<file path="src/rtl/if_id_stage.sv">
// Fetch stage and IF/ID pipeline register: holds the fetch PC, flags fetch address errors,
// and applies req / stall / eret priority when loading the decode-side register.
module if_id_stage #(
    parameter logic [31:0] RESET_PC   = 32'h0000_3000,
    parameter logic [31:0] HANDLER_PC = 32'h0000_4180,
    parameter logic [31:0] IM_LO      = 32'h0000_3000,
    parameter logic [31:0] IM_HI      = 32'h0000_6FFC,
    parameter logic [3:0]  EXC_ADEL   = 4'd4
) (
    input  logic        clk,
    input  logic        reset,
    input  logic        D_stall,
    input  logic        req,
    input  logic        D_eret,
    input  logic [31:0] npc,
    input  logic        npc_Br,
    input  logic [31:0] i_inst_rdata,
    output logic [31:0] i_inst_addr,
    output logic [31:0] F_pc,
    output logic [31:0] I_pc,
    output logic [31:0] I_instr,
    output logic [3:0]  D_excCode,
    output logic        D_bdin
);

    logic [31:0] pc_q, pc_d;
    logic [31:0] ipc_q, ipc_d;
    logic [31:0] instr_q, instr_d;
    logic [3:0]  exc_q, exc_d;
    logic        bd_q, bd_d;

    logic        f_adel;
    logic [31:0] f_instr;
    logic [3:0]  f_exc;

    always_comb begin
        f_adel  = (pc_q[1:0] != 2'b00) | (pc_q < IM_LO) | (pc_q > IM_HI);
        // A faulting fetch must never pass the memory word downstream.
        f_instr = f_adel ? 32'h0000_0000 : i_inst_rdata;
        f_exc   = f_adel ? EXC_ADEL : 4'd0;
    end

    always_comb begin
        pc_d    = pc_q;
        ipc_d   = ipc_q;
        instr_d = instr_q;
        exc_d   = exc_q;
        bd_d    = bd_q;
        if (req) begin
            pc_d    = HANDLER_PC;
            ipc_d   = HANDLER_PC;
            instr_d = 32'h0000_0000;
            exc_d   = 4'd0;
            bd_d    = 1'b0;
        end else if (D_stall) begin
            // hold everything
        end else if (D_eret) begin
            // eret is not delayed: squash the instruction fetched behind it
            pc_d    = npc;
            ipc_d   = pc_q;
            instr_d = 32'h0000_0000;
            exc_d   = 4'd0;
            bd_d    = 1'b0;
        end else begin
            pc_d    = npc;
            ipc_d   = pc_q;
            instr_d = f_instr;
            exc_d   = f_exc;
            bd_d    = npc_Br;
        end
    end

    always_ff @(posedge clk or posedge reset) begin
        if (reset) begin
            pc_q    <= RESET_PC;
            ipc_q   <= 32'h0000_0000;
            instr_q <= 32'h0000_0000;
            exc_q   <= 4'd0;
            bd_q    <= 1'b0;
        end else begin
            pc_q    <= pc_d;
            ipc_q   <= ipc_d;
            instr_q <= instr_d;
            exc_q   <= exc_d;
            bd_q    <= bd_d;
        end
    end

    assign i_inst_addr = pc_q;
    assign F_pc        = pc_q;
    assign I_pc        = ipc_q;
    assign I_instr     = instr_q;
    assign D_excCode   = exc_q;
    assign D_bdin      = bd_q;

endmodule
</file>
<file path="config.mk">
export PLATFORM = sky130hd
export DESIGN_NAME = if_id_stage
export DESIGN_NICKNAME = d
export VERILOG_FILES = /design/src/rtl/if_id_stage.sv
export SDC_FILE = /design/constraint.sdc
export NUM_CORES = 1
export LEC_CHECK = 0
export BUFFER_PORTS_ARGS = -buffer_cell sky130_fd_sc_hd__buf_4
export CAP_MARGIN = 20
export CORE_UTILIZATION = 25
export CTS_BUF_LIST = sky130_fd_sc_hd__clkbuf_8
export CTS_CLUSTER_SIZE = 30
export DETAILED_ROUTE_END_ITERATION = 8
export PLACE_DENSITY = 0.59
export SLEW_MARGIN = 25
export SYNTH_ARGS = -nofsm -noshare
export SYNTH_HDL_FRONTEND = slang
export SYNTH_SLANG_ARGS = --single-unit
</file>
<file path="constraint.sdc">
create_clock -name clk -period 3.05 [get_ports clk]
set_input_delay 0.1525 -clock clk [delete_from_list [all_inputs] [get_ports clk]]
set_output_delay 0.1525 -clock clk [all_outputs]
set_load 0.05 [all_outputs]
</file>
# == Word-level counts from Yosys, hierarchy flattened ==
# Cells that the tools add are included.
# word_totals
regBits,101
mem_bits_rw,0
elab_cells,26
output_inout_bits,133
input_bits,70
rom_bits,0
n_memories,0
latch_bits,0
# classes
muxes,15
eq_ne,1
n_addsub,0
mul,0
shifts,0
reduce_logical,1
bitwise,2
div_mod_pow,0
magnitude_cmp,2
# op_table
operator,count
32-bit 2-to-1 mux,8
32-bit by 15-bit > comparator with 1-bit output (second input constant),1
32-bit by 14-bit < comparator with 1-bit output (second input constant),1
4-bit 2-to-1 mux,2
3-bit 2-to-1 mux,2
1-bit 2-to-1 mux,3
2-bit by 1-bit != test with 1-bit output (second input constant),1
1-bit bitwise OR,2
2-bit nonzero test,1

# == Depth between registers and ports, before layout ==
# Gate-level depths: netlist (run 1).
# depth
ltp_word,7
mapped_depth,6
mapped_depth_nobuf,4

# == Worst setup path after synthesis (run 1) ==
# No wires, ideal clock.
# synth_timing
path_kind,register to register
from,register pc_q[27] (netlist: F_pc[27])
to,register instr_q[0] (netlist: I_instr[0])
stages_incl_launch_ff,6
period_less_slack_ns,1.799
t_required_ns,2.983
t_arrival_ns,1.731
path_slack_ns,1.251
n_path_buf,1
setup_time_ns,0.067
cell_sequence,dfrtp_1 > nor4_2 > nand2_1 > nor4_4 > buf_6 > a22o_1
# synth_between
elab_chain_cells,7
elab_cells_between_ends,8
classes_between,2 x order compare; 4 x mux; 2 x bitwise
# synth_lines
element,line,text
start: declaration,26,"logic [31:0] pc_q, pc_d;"
start signal: assignment,81,pc_q <= pc_d;
32-bit by 14-bit < comparator with 1-bit output,37,f_adel = (pc_q[1:0] != 2'b00) | (pc_q < IM_LO) | (pc_q > IM_HI);
1-bit bitwise OR,37,
1-bit bitwise OR *,37,
32-bit 2-to-1 mux *,39,f_instr = f_adel ? 32'h0000_0000 : i_inst_rdata;
32-bit 2-to-1 mux *,57,end else if (D_eret) begin
32-bit 2-to-1 mux *,55,end else if (D_stall) begin
32-bit 2-to-1 mux *,49,if (req) begin
end signal: assignment,83,instr_q <= instr_d;
end: declaration,28,"logic [31:0] instr_q, instr_d;"
# Every way passes the cells marked *; elsewhere a longest branch is shown, timed or not. The select of a mux whose other input is x is not followed.
# A chain may end at the register's enable or synchronous reset.

# == Worst setup path after layout (run 1) ==
# layout_timing
from,register pc_q[20] (netlist: F_pc[20])
to,register instr_q[9] (netlist: I_instr[9])
# Same word-level chain as after synthesis.

==> flow_summary_export.csv, run 1 <==
group,metric,value,unit
timing,final_period_demand_of_the_worst_path,1990,ps
die,floorplan.core_area,16100,um2
worst_hold_path,worstHoldPathType,"input port to flip-flop",
worst_setup_path,rr_endpoint,"I_instr[9]",
clock_tree,clock_tree.htree_level_count,3,
timing,timing.final.max_slew_violations,0,
grt,via_count_of_the_first_global_routing_pass,3295,
worst_hold_path,worstHoldStart,"npc[31]",
yosys,yosys-top-cells-count,"sky130_fd_sc_hd__dfrtp_1, sky130_fd_sc_hd__mux2i_1, sky130_fd_sc_hd__nor2_1",
power,clkPwrFrac,29.9,%
power,cellInternalPower,2000,uW
worst_setup_path,crit_path_end,"I_instr[9]",
worst_setup_path,cp_cell_instances,"nor4_1, o211ai_1, nor4_4, buf_4, a22o_1",
yosys,post_synth_num_cell_types,24,
worst_setup_path,crit_required,3350,ps
clock_tree,clock_insertion_delay_worst_skew,370,ps
yosys,post_syn_area,4150,um2
timing,setup_tns,0,ps
timing,maxClockFrequency,0.503,GHz
yosys,netlist.top_cell.by_area,"sky130_fd_sc_hd__dfrtp_1",
yosys,async_reset_ff_share,100,%
layout,finish.utilization,39.2,%
clock_tree,inserted_clock_buffers,9,
yosys,synthMostInstantiatedCell,"sky130_fd_sc_hd__dfrtp_1",
power,sequential_share_of_power,47.7,%
worst_setup_path,r2r_slack,1060,ps
outcome,run_status,"complete, no violations",
power,combPwrFrac,22.3,%
layout,diode_insertion_count_for_antenna_repair,0,
drt,vias_per_cell,4.32,
grt,grt_max_degree,68,
worst_setup_path,timing.critical_path.to_type,"flip-flop",
drt,num_vias,3312,
clock_tree,tritoncts,"done",
worst_setup_path,crit_start,"F_pc[20]",
yosys,synth.yosys.seq_area_share,59.1,%
drt,drt_pre_antenna_iters,4,
timing,report.final.setup_viol,0,
power,power.share.switching,31.1,%
yosys,yosys_warning_total,0,
die,i_o_pin_total,203,
clock_tree,cts-root-to-sink-buffers,2,
worst_setup_path,critical_path.max_stage_delay,440,ps
power,p_per_area,462,nW/um2
timing,final_hold_viol_count,0,
yosys,synth_edf_count,0,
power,vdd.ir_drop.worst,209,uV
drt,route.detailed.drc,0,
die,row_count,46,
placed_design,place.port_buffers,199,
power,power,2910,uW
die,fp.dieW,131,um
grt,grt_overflow_total,0,
placed_design,routabilityCongestion,0.703,
worst_setup_path,ff2ff_path_depth,5,
worst_setup_path,worstSetupStartpointType,"flip-flop",
yosys,post-synth-top-area-fraction,57.8,%
die,dieHeight,131,um
drt,wl_per_cell,14.8,um
yosys,synthFlopType,"sky130_fd_sc_hd__dfrtp_1",
job,max_cap_violations,0,
worst_setup_path,crit_path_max_fanout,32,
layout,post_route_cells_drive_above_1_share,41.3,%
worst_setup_path,critical-path-slowest-cell,"sky130_fd_sc_hd__dfrtp_1",
worst_setup_path,critical_path.reg2reg.startpoint,"F_pc[20]",
grt,grt_first_pass_wirelength,17100,um
drt,first_drt_iteration_drcs,69,
placed_design,dp_wirelength,7560,um
power,net_sw_power,905,uW
timing,max_slew.worst_pin.slew,730,ps
yosys,synth_cells,334,
drt,totalWireLength,11300,um
layout,finish.net_count,615,
timing,relSlewSlack,51.3,%
timing,grt_setup_unrepaired,"no",
grt,track_usage,13.1,%
worst_setup_path,criticalPathCategory,"flip-flop to flip-flop",
power,leakage,0.00331,uW
die,start_util,25.9,%
clock_tree,clock_tree.root_cell,"sky130_fd_sc_hd__clkbuf_8",
clock_tree,clock_sinks,98,
yosys,synthTopCellsByArea,"sky130_fd_sc_hd__dfrtp_1, sky130_fd_sc_hd__mux2i_1, sky130_fd_sc_hd__a22o_1",
timing,fin_crit_sh,65.1,%
die,area_enclosed_by_the_die_boundary,17100,um2
yosys,synth_seq_cells,98,
timing,finClkSkew,8.68,ps
clock_tree,cts_post_setup_buffers_inserted,0,
drt,route.antenna.remaining_nets,0,
layout,areaGrowthSynthToFinish,51.7,%
yosys,post_synth.cell_area_avg,12.4,um2
clock_tree,clk_pin_slew,90,ps
worst_setup_path,timing.critical_path.arrival,2290,ps
grt,number_of_antenna_violations_at_the_first_check_in_global_routing,0,
what timing repair did:
item | 4_1_cts | 5_1_grt
hold buffers | 51 | 0
endpoints found under the hold margin | 96 | 0
resized for setup | 0 | 0
power by group through the flow:
stage | Sequential [uW] | Combinational [uW] | Clock [uW]
4_1_cts | 1390 | 658 | 921
3_5_place_dp | 1410 | 605 | 0
5_1_grt | 1400 | 688 | 963
6_report | 1390 | 650 | 870
3_3_place_gp | 1410 | 602 | 0
2_1_floorplan | 1550 | 274 | 0
per-layer routing:
layer / vias to the layer above / share of wire, % / track usage [%]
met5: - / 0 / 0
met4: 0 / 0.97 / 3.92
met3: 11 / 6.8 / 4.44
met2: 122 / 50 / 22.9
met1: 1637 / 42 / 15.2
li1: 1542 / - / -
layout by cell type, fill, tap and decap left out, types with 2 or more instances in the layout:
master and instances:
sky130_fd_sc_hd__conb_1 3, sky130_fd_sc_hd__dlygate4sd3_1 51, sky130_fd_sc_hd__nor2b_1 6, sky130_fd_sc_hd__nand2_1 3
sky130_fd_sc_hd__nor2_1 58, sky130_fd_sc_hd__a22o_1 33, sky130_fd_sc_hd__a211o_1 6, sky130_fd_sc_hd__dfstp_2 2
sky130_fd_sc_hd__nor4_1 2, sky130_fd_sc_hd__clkinvlp_4 2, sky130_fd_sc_hd__nor4_2 2, sky130_fd_sc_hd__buf_4 204
sky130_fd_sc_hd__dfrtp_1 96, sky130_fd_sc_hd__clkbuf_8 11, sky130_fd_sc_hd__mux2i_1 58
stage by stage:
stage               hold slack (ps)  area, um2  instances  worst slack, ps
floorplan                       285       4160        336              339
global placement                288       5580        699             1050
detailed placement              287       5580        699             1010
CTS                          0.0716       6300        766              997
global route                   14.9       6300        766              895
finish                         27.3       6300        766             1060
registers in the layout (all words and copies together), names as in the netlist:
name,count
F_pc,32
I_instr,32
I_pc,32
D_bdin,1
D_excCode,1
final cells by class:
type	count	area (um2)
timing repair buffer	255	2040
inverter	1	6.26
fill	1555	9760
clock buffer	11	151
tap	216	270
clock inverter	5	53.8
multi-input combinational	180	1320
sequential	98	2450
kinds of logic after synthesis:
family	Yosys count	synth area share, %
DFF	98	59.1
and+or+nand+nor	77	8.74
AOI/OAI and AO/OA	42	8.77
buffers and inverters	58	9.31
muxes	58	14.0
other	1	0.0903
worst max-delay path: cells and delay by family, from the launching register on:
family / cells / cell delay (ps)
flip-flops: 1 / 440
buffers and inverters: 1 / 360
AND/OR/NAND/NOR: 2 / 590
AO/OA/AOI/OAI: 2 / 510
how the worst min path moves through the flow:
stage,end,slack [ps],cells past startpoint
4_1_cts,F_pc[13],0.07,3
3_3_place_gp,I_instr[0],290,2
3_5_place_dp,I_instr[7],290,2
5_1_grt,F_pc[12],10,3
2_1_floorplan,D_bdin,290,1
6_report,F_pc[31],30,3
(Power assumes the default switching activity.)
==> run 2, diff against run 1 <==
Clock period 3.05 ns to 1.9 ns, I/O delays scaled along.
==> flow_summary_export.csv, run 2 (synthesized netlist as in run 1, its figures left out) <==
group,metric,value,unit
outcome,run_status,"complete, no violations",
power,p_per_area,720,nW/um2
die,i_o_pin_total,203,
worst_hold_path,worstHoldStart,"npc[8]",
layout,finish.net_count,631,
timing,grt_setup_unrepaired,"no",
worst_setup_path,critical-path-slowest-cell,"sky130_fd_sc_hd__dfrtp_1",
timing,timing.final.max_slew_violations,0,
clock_tree,cts-root-to-sink-buffers,2,
placed_design,dpl_cell_area,5630,um2
drt,route.antenna.remaining_nets,0,
worst_setup_path,worstSetupStartpointType,"flip-flop",
worst_setup_path,timing.critical_path.to_type,"flip-flop",
timing,maxClockFrequency,0.573,GHz
layout,post_route_cells_drive_above_1_share,40.8,%
clock_tree,clock_insertion_delay_worst_skew,360,ps
grt,grt_max_degree,99,
grt,via_count_of_the_first_global_routing_pass,3300,
timing,setup_tns,0,ps
worst_setup_path,crit_path_max_fanout,32,
clock_tree,tritoncts,"done",
clock_tree,clock_tree.htree_level_count,3,
layout,diode_insertion_count_for_antenna_repair,0,
drt,route.detailed.drc,0,
timing,final_period_demand_of_the_worst_path,1750,ps
worst_setup_path,timing.critical_path.arrival,2050,ps
drt,vias_per_cell,4.30,
worst_setup_path,r2r_slack,150,ps
drt,drt_pre_antenna_iters,4,
drt,wl_per_cell,14.8,um
clock_tree,inserted_clock_buffers,9,
worst_setup_path,timing.critical_path.max_delay_family,"simple AND/OR/NAND/NOR gates",
die,dieHeight,131,um
clock_tree,clock_tree.root_cell,"sky130_fd_sc_hd__clkbuf_8",
grt,number_of_antenna_violations_at_the_first_check_in_global_routing,0,
timing,report.final.setup_viol,0,
worst_hold_path,worstHoldPathType,"input port to flip-flop",
layout,design_area,6470,um2
worst_setup_path,crit_required,2200,ps
timing,max_slew.worst_pin.slew,652,ps
drt,first_drt_iteration_drcs,93,
grt,grt_overflow_total,0,
timing,relSlewSlack,56.5,%
worst_setup_path,cp_cell_instances,"nor4_2, nand2_1, nor4_4, buf_12, a22o_1",
die,fp.dieW,131,um
worst_hold_path,whs_endpoint,"F_pc[8]",
placed_design,dp_wirelength,7450,um
power,power,4660,uW
worst_setup_path,rr_endpoint,"I_instr[14]",
worst_hold_path,worst_hold_path.num_cells,3,
clock_tree,clk_pin_slew,90,ps
drt,num_vias,3360,
grt,grt_first_pass_wirelength,17600,um
die,floorplan.core_area,16100,um2
worst_setup_path,ff2ff_path_depth,5,
worst_setup_path,critical_path.reg2reg.startpoint,"F_pc[15]",
worst_setup_path,criticalPathCategory,"flip-flop to flip-flop",
layout,layout.cells.most_common_list,"sky130_fd_sc_hd__buf_4, sky130_fd_sc_hd__dfrtp_1, sky130_fd_sc_hd__dlygate4sd3_1",
power,leakage,0.00337,uW
power,vdd.ir_drop.worst,331,uV
timing,hold-worst-slack,50.0,ps
timing,finClkSkew,7.29,ps
worst_setup_path,critical_path_buf_inv_count,1,
drt,totalWireLength,11600,um
layout,finish.utilization,40.3,%
clock_tree,clock_sinks,98,
die,area_enclosed_by_the_die_boundary,17100,um2
die,start_util,25.9,%
job,max_cap_violations,0,
placed_design,place.port_buffers,199,
grt,track_usage,13.6,%
die,row_count,46,
timing,final_hold_viol_count,0,
layout,layout_commonest_cell,"sky130_fd_sc_hd__buf_4",
placed_design,routabilityCongestion,0.741,
timing,fin_crit_sh,91.9,%
worst_setup_path,critical_path.max_stage_delay,450,ps
layout,areaGrowthSynthToFinish,55.9,%
[run 2: worst min-delay path, delay by kind of cell]
kind | cells | cell delay (ps)
buffers and inverters | 1 | 70
AO/OA/AOI/OAI | 1 | 100
AND/OR/NAND/NOR | 1 | 110
[run 2: routing by layer]
| layer | track usage, % | part of all wire, % | vias up |
|---|---|---|---|
| li1 | - | - | 1571 |
| met1 | 15.7 | 41 | 1653 |
| met2 | 23.6 | 51 | 125 |
| met3 | 4.11 | 7.2 | 11 |
| met4 | 5.34 | 1.2 | 0 |
| met5 | 0 | 0 | - |
[run 2: how the worst max path moves through the flow]
stage | cells after the start | slack (ps) | startpoint | to
after floorplan | 5 | 100 | F_pc[27] | I_instr[0]
after global placement | 5 | 170 | F_pc[16] | I_instr[12]
after detailed placement | 5 | 90 | F_pc[19] | I_instr[0]
after CTS | 5 | 60 | F_pc[19] | I_instr[4]
after global routing | 5 | 5 | F_pc[15] | I_instr[4]
final | 5 | 150 | F_pc[15] | I_instr[14]
[run 2: stage by stage]
step | setup slack [ps] | std cells
detailed placement | 86.2 | 701
global placement | 166 | 701
finish | 155 | 782
CTS | 58.5 | 781
floorplan | 101 | 336
global route | 5.39 | 782
[run 2: power by group]
group / internal (uW) / switching (uW) / total [uW]
clock: 607 / 746 / 1350
sequential: 2150 / 73.0 / 2230
combinational: 415 / 665 / 1080
[run 2: layout make-up]
class                   instances  area, um2
clock inverters                 7       71.3
inverters                       1       7.51
repair buffers                271       2220
fillers                      1532       9580
clock buffers                   9        124
flip-flops and latches         98       2450
multi-input cells             180       1330
well taps                     216        270
[run 2: what timing repair did]
action / CTS / global route
endpoints found under the hold margin: 159 / 0
endpoints found under the setup margin: 0 / 27
resized for setup: 0 / 1
setup buffers: 0 / 1
hold buffers: 64 / 0
==> run 3, diff against run 2 <==
Settings changed: CORE_ASPECT_RATIO set to 1.5.
==> flow_summary_export.csv, run 3 (synthesized netlist as in run 1, its figures left out) <==
group,metric,value,unit
worst_setup_path,worstSetupStartpointType,"flip-flop",
clock_tree,tritoncts,"done",
drt,num_vias,3349,
worst_setup_path,cp_cell_instances,"nor4_2, nand2_1, nor4_4, buf_12, a22o_1",
worst_setup_path,critical_path_buf_inv_count,1,
timing,max_slew.worst_pin.slew,554,ps
layout,layout.cells.most_common_list,"sky130_fd_sc_hd__buf_4, sky130_fd_sc_hd__dfrtp_1, sky130_fd_sc_hd__dlygate4sd3_1",
layout,post_route_cells_drive_above_1_share,41.4,%
worst_setup_path,crit_path_max_fanout,32,
grt,track_usage,14.1,%
layout,multiInputGateArea,1330,um2
worst_setup_path,criticalPathCategory,"flip-flop to flip-flop",
placed_design,place_ws,42.2,ps
timing,maxClockFrequency,0.580,GHz
clock_tree,cts_post_setup_buffers_inserted,0,
timing,timing.final.max_slew_violations,0,
clock_tree,clock_tree.htree_level_count,3,
power,p_per_area,737,nW/um2
power,net_sw_power,1480,uW
die,row_count,57,
layout,fillerInstances,1550,
worst_setup_path,timing.critical_path.to_type,"flip-flop",
clock_tree,inserted_clock_buffers,9,
drt,vias_per_cell,4.33,
timing,grt_setup_unrepaired,"no",
drt,route.antenna.remaining_nets,0,
timing,setup_tns,0,ps
clock_tree,cts-root-to-sink-buffers,2,
power,cellInternalPower,3310,uW
clock_tree,clock_tree.root_cell,"sky130_fd_sc_hd__clkbuf_8",
timing,finClkSkew,14.8,ps
clock_tree,clk_pin_slew,100,ps
grt,grt_max_degree,99,
layout,finish.net_count,633,
drt,drt_pre_antenna_iters,4,
power,leakage,0.00340,uW
grt,grt_overflow_total,0,
drt,route.detailed.drc,0,
power,clkPwrFrac,30.8,%
outcome,run_status,"complete, no violations",
timing,report.final.setup_viol,0,
die,area_enclosed_by_the_die_boundary,17100,um2
drt,wl_per_cell,15.4,um
timing,final_hold_viol_count,0,
die,i_o_pin_total,203,
layout,layout_commonest_cell,"sky130_fd_sc_hd__buf_4",
timing,relSlewSlack,63.1,%
die,dieHeight,160,um
worst_setup_path,critical-path-slowest-cell,"sky130_fd_sc_hd__dfrtp_1",
die,floorplan.core_area,16200,um2
placed_design,routabilityCongestion,0.750,
clock_tree,clock_sinks,98,
grt,grt_first_pass_wirelength,18700,um
layout,seqCellArea,2450,um2
timing,final_period_demand_of_the_worst_path,1720,ps
die,start_util,25.7,%
timing,fin_crit_sh,90.7,%
grt,number_of_antenna_violations_at_the_first_check_in_global_routing,0,
timing,post-route-worst-setup-slack,176,ps
worst_setup_path,timing.critical_path.max_delay_family,"simple AND/OR/NAND/NOR gates",
worst_hold_path,worstHoldPathType,"input port to flip-flop",
grt,via_count_of_the_first_global_routing_pass,3484,
power,sequential_share_of_power,46.5,%
power,power.share.switching,30.8,%
worst_setup_path,crit_required,2200,ps
placed_design,dp_wirelength,8090,um
power,combPwrFrac,22.7,%
drt,first_drt_iteration_drcs,150,
worst_setup_path,timing.critical_path.arrival,2020,ps
die,fp.dieW,107,um
layout,areaGrowthSynthToFinish,56.4,%
placed_design,place.port_buffers,199,
drt,totalWireLength,12000,um
job,max_cap_violations,0,
worst_setup_path,critical_path.max_stage_delay,490,ps
power,vdd.ir_drop.worst,339,uV
clock_tree,clock_insertion_delay_worst_skew,370,ps
layout,diode_insertion_count_for_antenna_repair,0,
run 3: cell count changes in the layout (fill, tap and decap cells not counted), sizes merged:
| cell | before | now |
|---|---|---|
| dlygate4sd3 | 64 | 63 |
| bufinv | 1 | 2 |
| clkinv | 3 | 4 |
| clkinvlp | 3 | 1 |
| buf | 207 | 210 |
run 3: power by group through the flow:
stage | Sequential, uW | Combinational [uW] | Clock [uW]
finish | 2220 | 1090 | 1470
global route | 2240 | 1150 | 1630
CTS | 2230 | 1100 | 1570
detailed placement | 2270 | 990 | 0
global placement | 2260 | 984 | 0
floorplan | 2490 | 441 | 0
run 3: area by class of cell:
cell class	instances	area share, %
Sequential cell	98	37.8
Timing Repair Buffer	273	34.4
Multi-Input combinational cell	180	20.4
Tap cell	206	3.97
Clock buffer	9	1.91
Clock inverter	7	1.43
Inverter	1	0.116
run 3: final timing paths:
path,startpoint,to,slack [ps],cells after the start
setup / recovery,F_pc[15],I_instr[1],180,5
hold / removal,npc[14],F_pc[14],40,3
setup reg to reg,F_pc[15],I_instr[1],180,5
hold reg to reg,D_excCode[2],D_excCode[2],500,2
max in group asynchronous,reset,F_pc[28],1050,4
min in group asynchronous,reset,I_instr[6],440,4
run 3: tightest hold or removal path, stage by stage:
cell                      delay [ps]
sky130_fd_sc_hd__buf_4            70
sky130_fd_sc_hd__nor2b_1         110
sky130_fd_sc_hd__a211o_1         100
run 3: stage by stage:
step	cells	util [%]	instance area, um2	power [uW]	hold WS [ps]
6_report	774	40.1	6500	4790	42.9
3_5_place_dp	695	34.9	5640	3260	306
2_1_floorplan	336	-	4160	2930	228
3_3_place_gp	695	34.9	5640	3240	300
4_1_cts	774	40.1	6490	4900	19.8
5_1_grt	774	40.1	6500	5020	42.4
run 3: repair_timing:
item	4_1_cts	5_1_grt
hold buffers	63	0
resized for setup	0	1
setup endpoints to repair	0	32
endpoints found under the hold margin	158	0
run 3: per-layer routing:
metal / track usage [%] / part of all wire, % / vias up
li1: - / - / 1567
met1: 15.1 / 39 / 1652
met2: 26.4 / 54 / 119
met3: 4.08 / 5.8 / 11
met4: 4.23 / 1.5 / 0
met5: 0 / 0 / -
